--- config.mk ---
export PLATFORM = sky130hd
export DESIGN_NAME = imem_loader
export DESIGN_NICKNAME = d
export VERILOG_FILES = /design/src/rtl/imem_loader_pkg.sv /design/src/rtl/imem_array.sv /design/src/rtl/imem_loader.sv
export SDC_FILE = /design/constraint.sdc
export NUM_CORES = 2
export LEC_CHECK = 0
export ABC_AREA = 1
export ABC_CLOCK_PERIOD_IN_PS = 228300
export CAP_MARGIN = 25
export CORE_MARGIN = 5
export CORE_UTILIZATION = 30
export DETAILED_ROUTE_END_ITERATION = 7
export HOLD_SLACK_MARGIN = 0.05
export PLACE_DENSITY = 0.47
export SYNTH_ARGS = -nofsm -noshare
export SYNTH_HDL_FRONTEND = slang
export SYNTH_HIERARCHICAL = 1
export SYNTH_SLANG_ARGS = --single-unit
--- constraint.sdc ---
create_clock -name clk -period 228.3 [get_ports clk]
set_input_delay 45.66 -clock clk [delete_from_list [all_inputs] [get_ports clk]]
set_output_delay 45.66 -clock clk [all_outputs]
set_load 0.005 [all_outputs]
--- src/rtl/imem_loader_pkg.sv ---
// Shared definitions for the instruction-memory loader: state encoding,
// the nop word returned for out-of-range fetches, and the word packer.
package imem_loader_pkg;

  typedef enum logic [1:0] {
    ST_IDLE = 2'b00,
    ST_LOAD = 2'b01,
    ST_RUN  = 2'b10
  } state_e;

  localparam logic [31:0] NOP_INSTR = 32'h0000_0000;

  // First three bytes of a word arrive before the last; big-endian packing.
  function automatic logic [31:0] pack_word(input logic [23:0] hi, input logic [7:0] lo);
    return {hi, lo};
  endfunction

endpackage

--- src/rtl/imem_array.sv ---
// Instruction storage: one synchronous write port, one asynchronous read port,
// whole array cleared by reset.
module imem_array #(
  parameter int DEPTH = 64,
  parameter int AW    = 6
) (
  input  logic          clk,
  input  logic          rst,
  input  logic          we_i,
  input  logic [AW-1:0] waddr_i,
  input  logic [31:0]   wdata_i,
  input  logic [AW-1:0] raddr_i,
  output logic [31:0]   rdata_o
);

  logic [31:0] mem_q [DEPTH];

  // Storage update; a same-cycle read sees the pre-write word.
  always_ff @(posedge clk or posedge rst) begin
    if (rst) begin
      for (int i = 0; i < DEPTH; i++) begin
        mem_q[i] <= 32'h0000_0000;
      end
    end else if (we_i) begin
      mem_q[waddr_i] <= wdata_i;
    end
  end

  assign rdata_o = mem_q[raddr_i];

endmodule

--- src/rtl/imem_loader.sv ---
// Serial program loader: assembles big-endian bytes into words, writes them
// into imem_array, holds the CPU in reset until loading finishes.
module imem_loader
  import imem_loader_pkg::*;
#(
  parameter int DEPTH = 64,
  parameter int AW    = 6
) (
  input  logic          clk,
  input  logic          rst,
  input  logic          load_en,
  input  logic          byte_valid,
  input  logic [7:0]    byte_data,
  output logic          byte_ready,
  input  logic [31:0]   PC,
  output logic [31:0]   instr,
  output logic          cpu_rst,
  output logic [AW:0]   word_count,
  output logic          load_err
);

  localparam logic [AW:0] FULL_CNT = (AW+1)'(DEPTH);
  localparam logic [AW:0] CNT_ONE  = {{AW{1'b0}}, 1'b1};

  state_e      state_q, state_d;
  logic [AW:0] wc_q, wc_d;
  logic [1:0]  idx_q, idx_d;
  logic [23:0] asm_q, asm_d;
  logic        err_q, err_d;
  logic        ready_q, ready_d;
  logic        cpu_rst_q, cpu_rst_d;
  logic        accept_s, we_s, in_range_s, pc_unused_s;
  logic [31:0] rdata_s, wdata_s;

  // State register
  always_ff @(posedge clk or posedge rst) begin
    if (rst) begin
      state_q <= ST_IDLE;
    end else begin
      state_q <= state_d;
    end
  end

  // Next-state logic
  always_comb begin
    state_d = state_q;
    case (state_q)
      ST_IDLE: if (load_en) state_d = ST_LOAD; else state_d = ST_IDLE;
      ST_LOAD: if (load_en) state_d = ST_LOAD; else state_d = ST_RUN;
      ST_RUN:  if (load_en) state_d = ST_LOAD; else state_d = ST_RUN;
      default: state_d = ST_IDLE;
    endcase
  end

  // Bytes arriving while load_en is already low are dropped.
  assign accept_s = (state_q == ST_LOAD) && load_en && byte_valid && ready_q;
  assign we_s     = accept_s && (idx_q == 2'd3);
  assign wdata_s  = pack_word(asm_q, byte_data);

  // Byte assembly, word counter and error flag
  always_comb begin
    wc_d  = wc_q;
    idx_d = idx_q;
    asm_d = asm_q;
    err_d = err_q;
    if ((state_q != ST_LOAD) && (state_d == ST_LOAD)) begin
      wc_d  = {(AW+1){1'b0}};
      idx_d = 2'd0;
      asm_d = 24'h00_0000;
      err_d = 1'b0;
    end else if ((state_q == ST_LOAD) && !load_en) begin
      idx_d = 2'd0;
      asm_d = 24'h00_0000;
      err_d = err_q | (idx_q != 2'd0);
    end else if (accept_s) begin
      if (idx_q == 2'd3) begin
        wc_d  = wc_q + CNT_ONE;
        idx_d = 2'd0;
      end else begin
        idx_d = idx_q + 2'd1;
        case (idx_q)
          2'd0:    asm_d[23:16] = byte_data;
          2'd1:    asm_d[15:8]  = byte_data;
          2'd2:    asm_d[7:0]   = byte_data;
          default: asm_d        = asm_q;
        endcase
      end
    end else begin
      wc_d = wc_q;
    end
  end

  // Output decode from the upcoming state, registered below
  always_comb begin
    cpu_rst_d = (state_d != ST_RUN);
    ready_d   = (state_d == ST_LOAD) && (wc_d < FULL_CNT);
  end

  always_ff @(posedge clk or posedge rst) begin
    if (rst) begin
      wc_q      <= {(AW+1){1'b0}};
      idx_q     <= 2'd0;
      asm_q     <= 24'h00_0000;
      err_q     <= 1'b0;
      ready_q   <= 1'b0;
      cpu_rst_q <= 1'b1;
    end else begin
      wc_q      <= wc_d;
      idx_q     <= idx_d;
      asm_q     <= asm_d;
      err_q     <= err_d;
      ready_q   <= ready_d;
      cpu_rst_q <= cpu_rst_d;
    end
  end

  imem_array #(.DEPTH(DEPTH), .AW(AW)) u_array (
    .clk     (clk),
    .rst     (rst),
    .we_i    (we_s),
    .waddr_i (wc_q[AW-1:0]),
    .wdata_i (wdata_s),
    .raddr_i (PC[AW+1:2]),
    .rdata_o (rdata_s)
  );

  // Byte offset within the word does not affect the fetch.
  assign pc_unused_s = &{1'b1, PC[1:0]};
  assign in_range_s  = (PC[31:AW+2] == {(30-AW){1'b0}});
  assign instr       = in_range_s ? rdata_s : NOP_INSTR;

  assign byte_ready = ready_q;
  assign cpu_rst    = cpu_rst_q;
  assign word_count = wc_q;
  assign load_err   = err_q;

endmodule

=== After elaboration in Yosys (flattened, before gate mapping) ===
Cells that the tools add are included.

* Bits in registers: 2,086
* Output and inout port bits: 42

* Add/sub/neg operators: 2
* Order comparisons: 4
* Equal/unequal tests: 9
* Muxes and demuxes: 27
* Bitwise operators: 3
* Reduce and logical (&&, ||, !) cells: 22

{| class="wikitable"
|+ Operator list
! operator !! count
|-
| bitwise mux 2048 bit || 1
|-
| binary-select mux 32 bit (select 6 bit) || 1
|-
| demux 32 bit (select 6 bit) || 1
|-
| 2-to-1 mux 32 bit || 4
|-
| 2-to-1 mux 24 bit || 4
|-
| 2-to-1 mux 7 bit || 4
|-
| logical NOT 24 bit || 1
|-
| 2-to-1 mux 8 bit || 3
|-
| >= comparator 7 bit (second input constant) || 2
|-
| NOT 6 -> 7 bit || 2
|-
| nonzero test 3 bit || 4
|-
| 2-to-1 mux 2 bit || 5
|-
| AND reduction 3 bit || 3
|-
| logical AND 1 bit || 8
|-
| adder 7 x 1 -> 7 bit (second input constant) || 1
|-
| less-than comparator 7 x 1 -> 1 bit (second input constant) || 1
|-
| less-than comparator 7 bit (second input constant) || 1
|-
| equality test 2 x 1 -> 1 bit (second input constant) || 3
|-
| equality test 2 bit (second input constant) || 3
|-
| logical NOT 2 bit || 2
|-
| case mux 2 bit (2 select lines) || 1
|-
| nonzero test 2 bit || 2
|-
| 2-to-1 mux 1 bit || 3
|-
| != test 3 x 1 -> 1 bit (second input constant) || 1
|-
| 6 further kinds || 6
|}

=== Depth between registers and ports, before layout ===
* Depth in word-level cells: 9
* Mapped depth: 15
* Depth with buffers taken out: 11

=== Hierarchy ===
The synthesis kept the hierarchy.

{| class="wikitable"
|+ By module, submodules not included
! module !! instances !! cells each !! area an instance (sq um) !! sequential area each (sq um)
|-
| imem_array || 1 || 11,493 || 91,891.9 || 51,249.2
|-
| imem_loader || 1 || 279 || 2,107.0 || 952.2
|}

=== Worst setup path before layout ===
No wires, ideal clock.

* Kind: input to output
* From: in PC[2]
* To: out instr[5]
* Arrival: 47,178 ps
* Setup slack: 135,462 ps
* Cell stages on the path: 14
* Cells stage by stage: buf_2 buf_2 clkbuf_1 clkbuf_1 nand2_1 nand3_1 nand3_1 nand2_1 nand2_1 nand3_1 nand3_1 nand2_1 inv_1 nor2_1

* Longest elaborated chain between the ends: 5

{| class="wikitable"
|+ RTL lines
! element !! RTL line !! source
|-
| start: declaration || imem_loader.sv:15 || <nowiki>input logic [31:0] PC,</nowiki>
|-
| NOT 6 -> 7 bit (implied by the code) || imem_array.sv:29 || <nowiki>assign rdata_o = mem_q[raddr_i];</nowiki>
|-
| binary-select mux 32 bit (select 6 bit) || imem_array.sv:29 ||
|-
| 2-to-1 mux 32 bit (implied by the code) (2 in a row) || imem_array.sv:29 ||
|-
| via rdata_s[5] || imem_loader.sv:33 || <nowiki>logic [31:0] rdata_s, wdata_s;</nowiki>
|-
| 2-to-1 mux 32 bit || imem_loader.sv:130 || <nowiki>assign instr = in_range_s ? rdata_s : NOP_INSTR;</nowiki>
|-
| end: declaration || imem_loader.sv:16 || <nowiki>output logic [31:0] instr,</nowiki>
|}

The timed path passes the listed nets, and every way through them passes these cells. The select of a mux whose other input is x is not followed.

=== Worst setup path after layout ===
Same ends and word-level chain as after synthesis.

==> flow_metrics.tcl <==
set metrics [dict create \
    outcome "complete, no violations" \
    fmax_ghz 0.0103 \
    skew_ns 0.0437 \
    fin_crit_sh_pct 42.3 \
    cellLeakagePower_nw 46.3 \
    switching_share_pct 28.7 \
    synthArstFlopShare_pct 100 \
    finalHoldViolCount 0 \
    insertion_delay_ns 0.89 \
    cts-root-buf "clkbuf_16" \
    cts_sinks 2086 \
    drt_first_pass_iters 6 \
    grt_use_total_pct 20.3 \
    grt_setup_unrepaired "no" \
    ios 86 \
    relSlewSlack_pct 13.0 \
    worstMarginPinSlew_ns 1.30 \
    synth-seq-area-share_pct 55.5 \
    drv_cap 0 \
    layout-drive-gt1-share_pct 6.13 \
    grt_max_degree 211 \
    ys_types 33 \
    ir_drop_mv 0.00868 \
    post-route-util_pct 33.9 \
    slowest_delay_ns 0.89 \
    crit_chain "buf_8 -> buf_4 -> buf_4 -> buf_4 -> buf_4 -> nand2_1 -> nand3_1 -> nand3_1 -> nand3_1 -> nand3_1 -> nand2_1 -> nand2_1 -> nand2_1 -> inv_1 -> nor2_1 -> clkdlybuf4s50_1" \
    r2r-end "u_array/mem_q[1619]$_DFFE_PP0P_" \
    synth_top_area_share_pct 55.5 \
    cts_setup_buffers 0 \
    die_w_um 570 \
    portBuffers 83 \
    hold_slack_ns 0.480 \
    postCtsHoldBufs 0 \
    cts_tree "built" \
    yosys-top-cells-area "dfrtp_1 56%, nand2_1 16%, nand3_1 10%, o21ai_0 8.5%, clkbuf_1 3.5%" \
    row_count 205 \
    r2r_cells 12 \
    synth.most_common_cell "nand2_1" \
    end_kind "output pin" \
    dieArea_um2 325000 \
    grt_pass1_wl_um 504000 \
    p_per_area_nw_per_um2 8.12 \
    drc 0 \
    synth_common_cells "4,114 x nand2_1, 2,085 x dfrtp_1, 1,885 x nand3_1" \
    start_util_pct 30.1 \
    syn_area_um2 94000 \
    layout.nets 11300 \
    htree_levels 4 \
    cell_internal_pwr_uw 612 \
    power.net_switching_uw 246 \
    postRouteAntennaNets 0 \
    drv_slew 0 \
    clk_pin_slew_ns 0.06 \
    fin_crit_ns 96.66 \
    clk_path_buf_depth 4 \
    synth-warning-count 6 \
    p_comb_share_pct 12.0 \
    viasPerCell 5.13 \
    r2r_slack_ns 224.63 \
    critPathLaunchType "primary input" \
    synth-main-ff-cell "dfrtp_1" \
    setup_viol 0 \
    area_growth_pct 12.5 \
    synth_edf_count 0 \
    cp_data_arrival_time_ns 51.00 \
    setup_ws_ns 131.65 \
    fp.dieH_um 570 \
    yosysTopAreaCell "dfrtp_1" \
    grt_pass1_vias 76700 \
    setup_tns_ns 0 \
    startpoint "PC[2]" \
    first_iter_violations 7797 \
    syn_area_per_cell_um2 7.98 \
    dp_hpwl_um 171000 \
    numCtsBuffers 234 \
    finalWirelength_um 336000 \
    synth-seq-cells 2086 \
    antenna_found_initial 15 \
    required_ns 182.64 \
    endpoint "instr[5]" \
    num_vias 80000 \
    grt_overflow 0 \
    hp-class "reg -> reg" \
    synth_cells 11800 \
    cts-resized-gates 0 \
    p_seq_share_pct 43.5 \
    gp_congestion 0.819 \
    cp_max_fo 77 \
    setup.worst_path.class "in -> out" \
    clkPwrFrac_pct 44.4 \
    slowest_stage "buf_4" \
    wl_per_cell_um 21.6 \
    synthesis.nets 11800 \
    dp_slack_ns 131.69 \
    core_area_um2 312000 \
    rr_startpoint "state_q[1]$_DFF_PP0_" \
]
power by group through the flow:
stage	logic, mW	clock network, mW	registers, mW
floorplan	0.0567	0	0.381
global placement	0.102	0	0.380
detailed placement	0.103	0	0.381
CTS	0.103	0.392	0.374
global route	0.110	0.408	0.374
finish	0.103	0.382	0.374
cells in the final DEF, fill, tap and decap left out, drive strengths merged:
master,instances
nand4,1
nor3,14
a21oi,354
nor2,421
and3,1
clkinv,36
xnor2,1
buf,196
o22ai,1
ha,8
inv,116
diode,15
nor4,9
nand3,1885
xor2,1
nand3b,1
bufinv,16
clkbuf,356
clkinvlp,2
dfstp,1
o21ai,1726
nand2,4120
clkdlybuf4s50,77
dfrtp,2085
registers in the layout, indices dropped and copies added, names as in the netlist:
register / flops
u_array/mem_q: 2048
byte_ready: 1
cpu_rst: 1
load_err: 1
idx_q: 2
state_q: 2
asm_q: 24
word_count: 7
cell families (layout without fill, tap and decap cells):
group | count (synthesis) | count (layout) | synth area share, %
buffers and inverters | 1143 | 799 | 4.69
AOI/OAI and AO/OA | 2081 | 2081 | 11.1
xor gates and xnor gates | 2 | 2 | 0.0186
other | 0 | 15 | 0
DFF | 2086 | 2086 | 55.5
and+or+nand+nor | 6452 | 6452 | 28.5
adders and majority gates | 8 | 8 | 0.106
how the worst min path moves through the flow:
stage,endpoint,depth (start not counted),from,slack (ns)
after CTS,u_array/mem_q[980]$_DFFE_PP0P_,2,u_array/mem_q[980]$_DFFE_PP0P_,0.49
after detailed placement,u_array/mem_q[1412]$_DFFE_PP0P_,2,u_array/mem_q[1412]$_DFFE_PP0P_,0.47
final,u_array/mem_q[596]$_DFFE_PP0P_,2,u_array/mem_q[596]$_DFFE_PP0P_,0.48
after global routing,u_array/mem_q[386]$_DFFE_PP0P_,2,u_array/mem_q[386]$_DFFE_PP0P_,0.50
after global placement,u_array/mem_q[1536]$_DFFE_PP0P_,2,u_array/mem_q[1536]$_DFFE_PP0P_,0.47
after floorplan,u_array/mem_q[1024]$_DFFE_PP0P_,2,u_array/mem_q[1024]$_DFFE_PP0P_,0.45
final cells by class:
class                   instances  area (um^2)
fillers                     32700       206000
flip-flops and latches       2086        52200
multi-input cells            8543        37600
clock buffers                 355         6930
well taps                    4140         5180
repair buffers                274         2570
clock inverters                60          777
inverters                     110          449
diodes                         15         37.5
layer usage:
layer  track usage, %  part of all wire [%]  vias to the layer above
li1                 -                     -                    37600
met3             3.19                   6.7                      446
met1             28.4                    45                    39400
met2             32.4                    45                     2561
met4             6.03                   3.1                        4
met5                0                0.0071                        -
stage by stage:
stage / cells / instance area (um^2) / power (mW)
finish: 15600 / 106000 / 0.859
global route: 15600 / 106000 / 0.892
CTS: 15600 / 105000 / 0.869
detailed placement: 15100 / 97700 / 0.483
global placement: 15100 / 97700 / 0.482
floorplan: 11800 / 94000 / 0.438
critical path, delay by kind of cell:
kind	cells	cell delay [ns]
buffers and inverters	7	4.04
AND/OR/NAND/NOR	9	1.00
Power figures use the tool's default switching activity.
